File: src/rtl/mem_bus_arbiter.sv
// mem_bus_arbiter
//   Shares one external memory bus between the paging unit (PG), the MEM data
//   stage and instruction fetch (IF). One transaction at a time, fixed priority
//   PG > MEM > IF, except that IF is forced to win once after STARVE_LIMIT
//   consecutive lost arbitrations. FSM: IDLE -> ACCESS -> DONE -> IDLE.
//
//   Parameters: STARVE_LIMIT (1..15), TIMEOUT (bus wait limit, timeout build only)
//   Ports:
//     CLK, RST                 clock, synchronous active-high reset
//     if_req/if_addr/if_done   IF read requester
//     mem_req/we/addr/wdata    MEM-stage requester, mem_done completion pulse
//     pg_req/we/addr/wdata     paging requester, pg_done completion pulse
//     rdata                    registered read data, valid in any *_done cycle
//     bus_addr/wdata/rd/wr     external bus; strobes held until bus_ready
//     bus_ready/bus_rdata      memory completion handshake and read data
//     mem_pipe_stall           mem_req & ~mem_done
//     owner                    0 none, 1 IF, 2 MEM, 3 PG
//     timeout_err              pulse in the DONE cycle of an aborted access
//   Optional feature: define MEM_ARB_TIMEOUT_EN to abort accesses that see no
//   bus_ready within TIMEOUT cycles (rdata forced to 8'hFF).
module mem_bus_arbiter #(
  parameter int STARVE_LIMIT = 4,
  parameter int TIMEOUT      = 15
) (
  input  logic        CLK,
  input  logic        RST,
  input  logic        if_req,
  input  logic [15:0] if_addr,
  output logic        if_done,
  input  logic        mem_req,
  input  logic        mem_we,
  input  logic [15:0] mem_addr,
  input  logic [7:0]  mem_wdata,
  output logic        mem_done,
  input  logic        pg_req,
  input  logic        pg_we,
  input  logic [15:0] pg_addr,
  input  logic [7:0]  pg_wdata,
  output logic        pg_done,
  output logic [7:0]  rdata,
  output logic [15:0] bus_addr,
  output logic [7:0]  bus_wdata,
  output logic        bus_rd,
  output logic        bus_wr,
  input  logic        bus_ready,
  input  logic [7:0]  bus_rdata,
  output logic        mem_pipe_stall,
  output logic [1:0]  owner,
  output logic        timeout_err
);

  localparam logic [1:0] OWN_NONE = 2'd0;
  localparam logic [1:0] OWN_IF   = 2'd1;
  localparam logic [1:0] OWN_MEM  = 2'd2;
  localparam logic [1:0] OWN_PG   = 2'd3;

  if (STARVE_LIMIT < 1 || STARVE_LIMIT > 15 || TIMEOUT < 1) begin : g_bad_param
    $error("mem_bus_arbiter: STARVE_LIMIT must be 1..15 and TIMEOUT >= 1");
  end

  typedef enum logic [1:0] {S_IDLE, S_ACCESS, S_DONE} state_t;

  typedef struct packed {
    logic [1:0]  id;
    logic        we;
    logic [15:0] addr;
    logic [7:0]  wdata;
  } bus_req_t;

  state_t     state_q, state_d;
  bus_req_t   grant;
  logic [3:0] starve_cnt;
  logic       bus_we_q;
  logic       force_if;
  logic       timeout_hit;

  // Winner of an IDLE-cycle arbitration; id==OWN_NONE when nobody asks.
  always_comb begin
    grant    = '0;
    force_if = if_req && (starve_cnt == 4'(STARVE_LIMIT));
    if (force_if) begin
      grant.id   = OWN_IF;
      grant.addr = if_addr;
    end else if (pg_req) begin
      grant.id    = OWN_PG;
      grant.we    = pg_we;
      grant.addr  = pg_addr;
      grant.wdata = pg_wdata;
    end else if (mem_req) begin
      grant.id    = OWN_MEM;
      grant.we    = mem_we;
      grant.addr  = mem_addr;
      grant.wdata = mem_wdata;
    end else if (if_req) begin
      grant.id   = OWN_IF;
      grant.addr = if_addr;
    end
  end

  always_ff @(posedge CLK) begin
    if (RST) state_q <= S_IDLE;
    else     state_q <= state_d;
  end

  always_comb begin
    state_d = state_q;
    case (state_q)
      S_IDLE:   if (grant.id != OWN_NONE) state_d = S_ACCESS;
      S_ACCESS: if (bus_ready || timeout_hit) state_d = S_DONE;
      S_DONE:   state_d = S_IDLE;
      default:  state_d = S_IDLE;
    endcase
  end

  always_ff @(posedge CLK) begin
    if (RST) begin
      owner      <= OWN_NONE;
      bus_addr   <= '0;
      bus_wdata  <= '0;
      bus_we_q   <= 1'b0;
      rdata      <= '0;
      starve_cnt <= '0;
    end else begin
      case (state_q)
        S_IDLE: begin
          owner <= grant.id;
          if (grant.id != OWN_NONE) begin
            bus_addr  <= grant.addr;
            bus_wdata <= grant.wdata;
            bus_we_q  <= grant.we;
          end
          // if_req high here means IF took part in this arbitration.
          if (!if_req || grant.id == OWN_IF)
            starve_cnt <= '0;
          else if (starve_cnt != 4'(STARVE_LIMIT))
            starve_cnt <= starve_cnt + 4'd1;
        end
        S_ACCESS: begin
          if (bus_ready) begin
            if (!bus_we_q) rdata <= bus_rdata;
          end else if (timeout_hit) begin
            rdata <= 8'hFF;
          end
        end
        S_DONE:  owner <= OWN_NONE;
        default: ;
      endcase
    end
  end

`ifdef MEM_ARB_TIMEOUT_EN
  localparam int TW = $clog2(TIMEOUT + 1);
  logic [TW-1:0] wait_cnt;
  logic          to_flag;

  always_ff @(posedge CLK) begin
    if (RST) begin
      wait_cnt <= '0;
      to_flag  <= 1'b0;
    end else begin
      case (state_q)
        S_IDLE: begin
          wait_cnt <= '0;
          to_flag  <= 1'b0;
        end
        S_ACCESS: begin
          wait_cnt <= wait_cnt + 1'b1;
          if (timeout_hit) to_flag <= 1'b1;
        end
        default: ;
      endcase
    end
  end

  // wait_cnt counts completed ACCESS cycles, so TIMEOUT-1 marks the last one.
  assign timeout_hit = (state_q == S_ACCESS) && !bus_ready &&
                       (wait_cnt == TW'(TIMEOUT - 1));
  assign timeout_err = (state_q == S_DONE) && to_flag;
`else
  assign timeout_hit = 1'b0;
  assign timeout_err = 1'b0;
`endif

  // Strobes follow the state register so a reset edge drops them immediately.
  assign bus_rd = (state_q == S_ACCESS) && !bus_we_q;
  assign bus_wr = (state_q == S_ACCESS) &&  bus_we_q;

  assign if_done  = (state_q == S_DONE) && (owner == OWN_IF);
  assign mem_done = (state_q == S_DONE) && (owner == OWN_MEM);
  assign pg_done  = (state_q == S_DONE) && (owner == OWN_PG);

  assign mem_pipe_stall = mem_req && !mem_done;

endmodule

File: config.mk
export PLATFORM = sky130hd
export DESIGN_NAME = mem_bus_arbiter
export DESIGN_NICKNAME = d
export VERILOG_FILES = /design/src/rtl/mem_bus_arbiter.sv
export SDC_FILE = /design/constraint.sdc
export NUM_CORES = 1
export LEC_CHECK = 0
export BUFFER_PORTS_ARGS = -buffer_cell sky130_fd_sc_hd__buf_2
export CORE_ASPECT_RATIO = 0.8
export CORE_MARGIN = 4
export CORE_UTILIZATION = 48
export CTS_CLUSTER_DIAMETER = 150
export DETAILED_ROUTE_END_ITERATION = 7
export PLACE_DENSITY_LB_ADDON = 0.08
export REMOVE_ABC_BUFFERS = 1
export SLEW_MARGIN = 20
export SYNTH_ARGS = -nofsm -noshare
export SYNTH_HDL_FRONTEND = slang
export SYNTH_SLANG_ARGS = --single-unit
File: constraint.sdc
create_clock -name CLK -period 3 [get_ports CLK]
set_clock_uncertainty 0.2 [all_clocks]
set_input_delay 0.15 -clock CLK [delete_from_list [all_inputs] [get_ports CLK]]
set_output_delay 0.15 -clock CLK [all_outputs]
set_load 0.02 [all_outputs]
==> summary.md <==
| Metric | Value |
|---|---|
| Routability congestion estimate from global placement | `0.789` |
| CTS H-tree depth | `2` |
| Final worst-path cycle share | `71.7%` |
| Clock tree buffer depth | `2` |
| Rows | `21` |
| Slew Limit Fails | `0` |
| Initial drt markers | `81` |
| Required time of the critical path | `2.94 ns` |
| Vias in the first global route | `2172` |
| Critical Path AT | `2.09 ns` |
| Ports | `121` |
| Setup CP Type | `reg2reg` |
| Register area share after synthesis | `37.5%` |
| Placement Cell Area | `0.00271 mm2` |
| Pre-Repair DR Iteration Count | `4` |
| Unrepaired setup endpoints after global routing | `false` |
| Setup violators final | `0` |
| Cells after Synth | `233` |
| Hold Path Class | `in2reg` |
| Worst skew pair latency | `0.29 ns` |
| Yosys reg bits | `41` |
| Num Clock Sinks | `41` |
| Count of cell types in the netlist | `38` |
| Pin count of the biggest net entering global routing | `42` |
| Initial Util | `51.1%` |
| Drt wl/cell | `14.6 um` |
| Tmin final | `2.15 ns` |
| Slew of the pin with the lowest slew margin | `0.851 ns` |
| Syn Area/Cell | `9.40 um2` |
| Die height | `68.4 um` |
| Max-Cap Viols | `0` |
| Post-Syn Area | `0.00219 mm2` |
| Area Overhead vs Synth | `38.6%` |
| Worst slew margin | `43.3%` |
| Commonest non-fill, non-tap cell in the layout | `buf_2` |
| Ys Warns | `0` |
| R2r setup slk | `0.85 ns` |
| CTS root buffer | `clkbuf_8` |
| DRC Markers | `0` |
| Crit-path max FO | `16` |
| HP Start | `if_addr[11]` |
| Die area | `0.00571 mm2` |
| Antenna Cells | `0` |
| Final hold vios | `0` |
| Kind of end point of the critical path | `flop` |
| Commonest cells after routing, fill and taps aside | `119 x buf_2, 41 x dfxtp_1, 27 x nor2_1` |
| Peak VDD IR | `0.226 mV` |
| Post-route cell area | `0.00303 mm2` |
| GRT Overall Usage | `21.7%` |
| Nets@finish | `442` |
| First-pass GRT wire length | `10000 um` |
| Initial antenna violation count | `0` |
| Fmax | `465 MHz` |
| Die width | `83.5 um` |
| Post-route ant nets | `0` |
| Pleak | `1.41 nW` |
| CP startpoint | `starve_cnt[0]$_SDFFE_PP0P_` |
| Remaining global-route overflow | `0` |
| Via-to-Cell Ratio | `5.28` |
| Crit start category | `flop` |
| Total CTS buffers | `5` |
| Setup TNS | `0 ns` |
| Vias after detailed routing | `2209` |
| Share of layout cells above drive strength 1 | `44.3%` |
| Port Buffers | `119` |
| Clock transition at path regs | `0.08 ns` |
| Status | `complete, no violations` |
| Post-CTS resize count | `0` |
| Core area | `0.00428 mm2` |
| CTS tree | `built` |
| PwrDens | `487 mW/mm2` |
| Hpwl dp | `4180 um` |
| Routed WL | `6110 um` |
| Worst flop-to-flop path startpoint | `starve_cnt[0]$_SDFFE_PP0P_` |
==> cell type report <==
class | count | area [um2]
fillers | 350 | 1250
multi-input cells | 164 | 1170
repair buffers | 144 | 833
flip-flops and latches | 41 | 821
clock buffers | 6 | 82.6
well taps | 57 | 71.3
clock inverters | 2 | 37.5
inverters | 4 | 15.0
==> report_power, final <==
group / switching (mW) / internal [mW]
Sequential: 0.0294 / 0.591
Clock: 0.193 / 0.271
Combinational: 0.221 / 0.172
==> worst paths after layout <==
| path | cells past startpoint | endpoint |
|---|---|---|
| hold / removal | 3 | bus_addr[11]$_SDFFE_PP0P_ |
| setup reg to reg | 7 | bus_addr[7]$_SDFFE_PP0P_ |
| hold reg to reg | 2 | bus_wdata[2]$_SDFFE_PP0P_ |
| setup / recovery | 7 | bus_addr[7]$_SDFFE_PP0P_ |
==> critical path, cell delays in order, from the launching register on <==
cell and delay [ns]:
dfxtp_1 0.37, inv_1 0.07, ha_1 0.19, nand4b_1 0.38, o31ai_4 0.12, buf_4 0.23, a221oi_1 0.33, nor3_1 0.10
==> cells in the mapped netlist <==
cell type | instances | share of area (%)
dfxtp_1 | 41 | 37
nor2_1 | 27 | 4.6
a22o_1 | 24 | 9.6
nand2_1 | 17 | 2.9
a21oi_1 | 16 | 3.7
nand3_1 | 12 | 2.7
nor3_2 | 11 | 5.0
a221oi_2 | 10 | 6.9
buf_2 | 8 | 1.8
mux2i_1 | 8 | 3.7
buf_6 | 7 | 3.6
nor3_1 | 7 | 1.6
a221oi_1 | 6 | 2.4
clkbuf_1 | 5 | 0.86
buf_4 | 3 | 1.0
inv_1 | 3 | 0.51
ha_1 | 2 | 1.1
nand3b_1 | 2 | 0.69
nand4b_1 | 2 | 0.80
nor2_4 | 2 | 1.0
nor4bb_1 | 2 | 0.91
o21ai_0 | 2 | 0.46
a211o_1 | 1 | 0.40
a31oi_1 | 1 | 0.29
and2_1 | 1 | 0.29
and3b_1 | 1 | 0.40
and4b_1 | 1 | 0.46
buf_12 | 1 | 0.91
conb_1 | 1 | 0.17
inv_2 | 1 | 0.17
nand2b_1 | 1 | 0.29
nor2b_2 | 1 | 0.40
nor3b_1 | 1 | 0.34
o211a_2 | 1 | 0.46
o211ai_1 | 1 | 0.34
o31ai_4 | 1 | 0.97
or2_1 | 1 | 0.29
or3b_2 | 1 | 0.40
==> cell families after synthesis <==
family / after synthesis / synth area share (%)
and+or+nand+nor: 90 / 23.2
AOI/OAI and AO/OA: 63 / 25.4
DFF: 41 / 37.5
buffers and inverters: 28 / 8.91
muxes: 8 / 3.66
adders and majority gates: 2 / 1.14
other: 1 / 0.171
==> metal layers <==
metal	GRT usage, %	wire (um)
met4	5.82	65
met3	6.38	552
met2	38.9	2910
met5	0	0
met1	25.9	2590
==> flip-flops by register name (all words and copies together) (netlist names) <==
register	cells
bus_addr	16
bus_wdata	8
rdata	8
starve_cnt	4
owner	2
state_q	2
bus_we_q	1
==> repair_timing <==
item	CTS	global route
hold buffers	20	0
endpoints found under the hold margin	20	0
buffers inserted	0	0
endpoints found under the setup margin	0	0
==> metrics by stage <==
step | util, % | hold WS, ns | power [mW] | std cells | setup WS [ns]
after global placement | 63.4 | 0.183 | 1.00 | 390 | 0.938
after floorplan | - | 0.0191 | 0.850 | 209 | 0.396
after global routing | 70.8 | 0.0111 | 1.55 | 418 | 0.710
after CTS | 70.8 | 0.000301 | 1.49 | 418 | 0.835
after detailed placement | 63.4 | 0.200 | 1.01 | 390 | 0.839
final | 70.8 | 0.0142 | 1.48 | 418 | 0.849
Power figures use the tool's default switching activity.
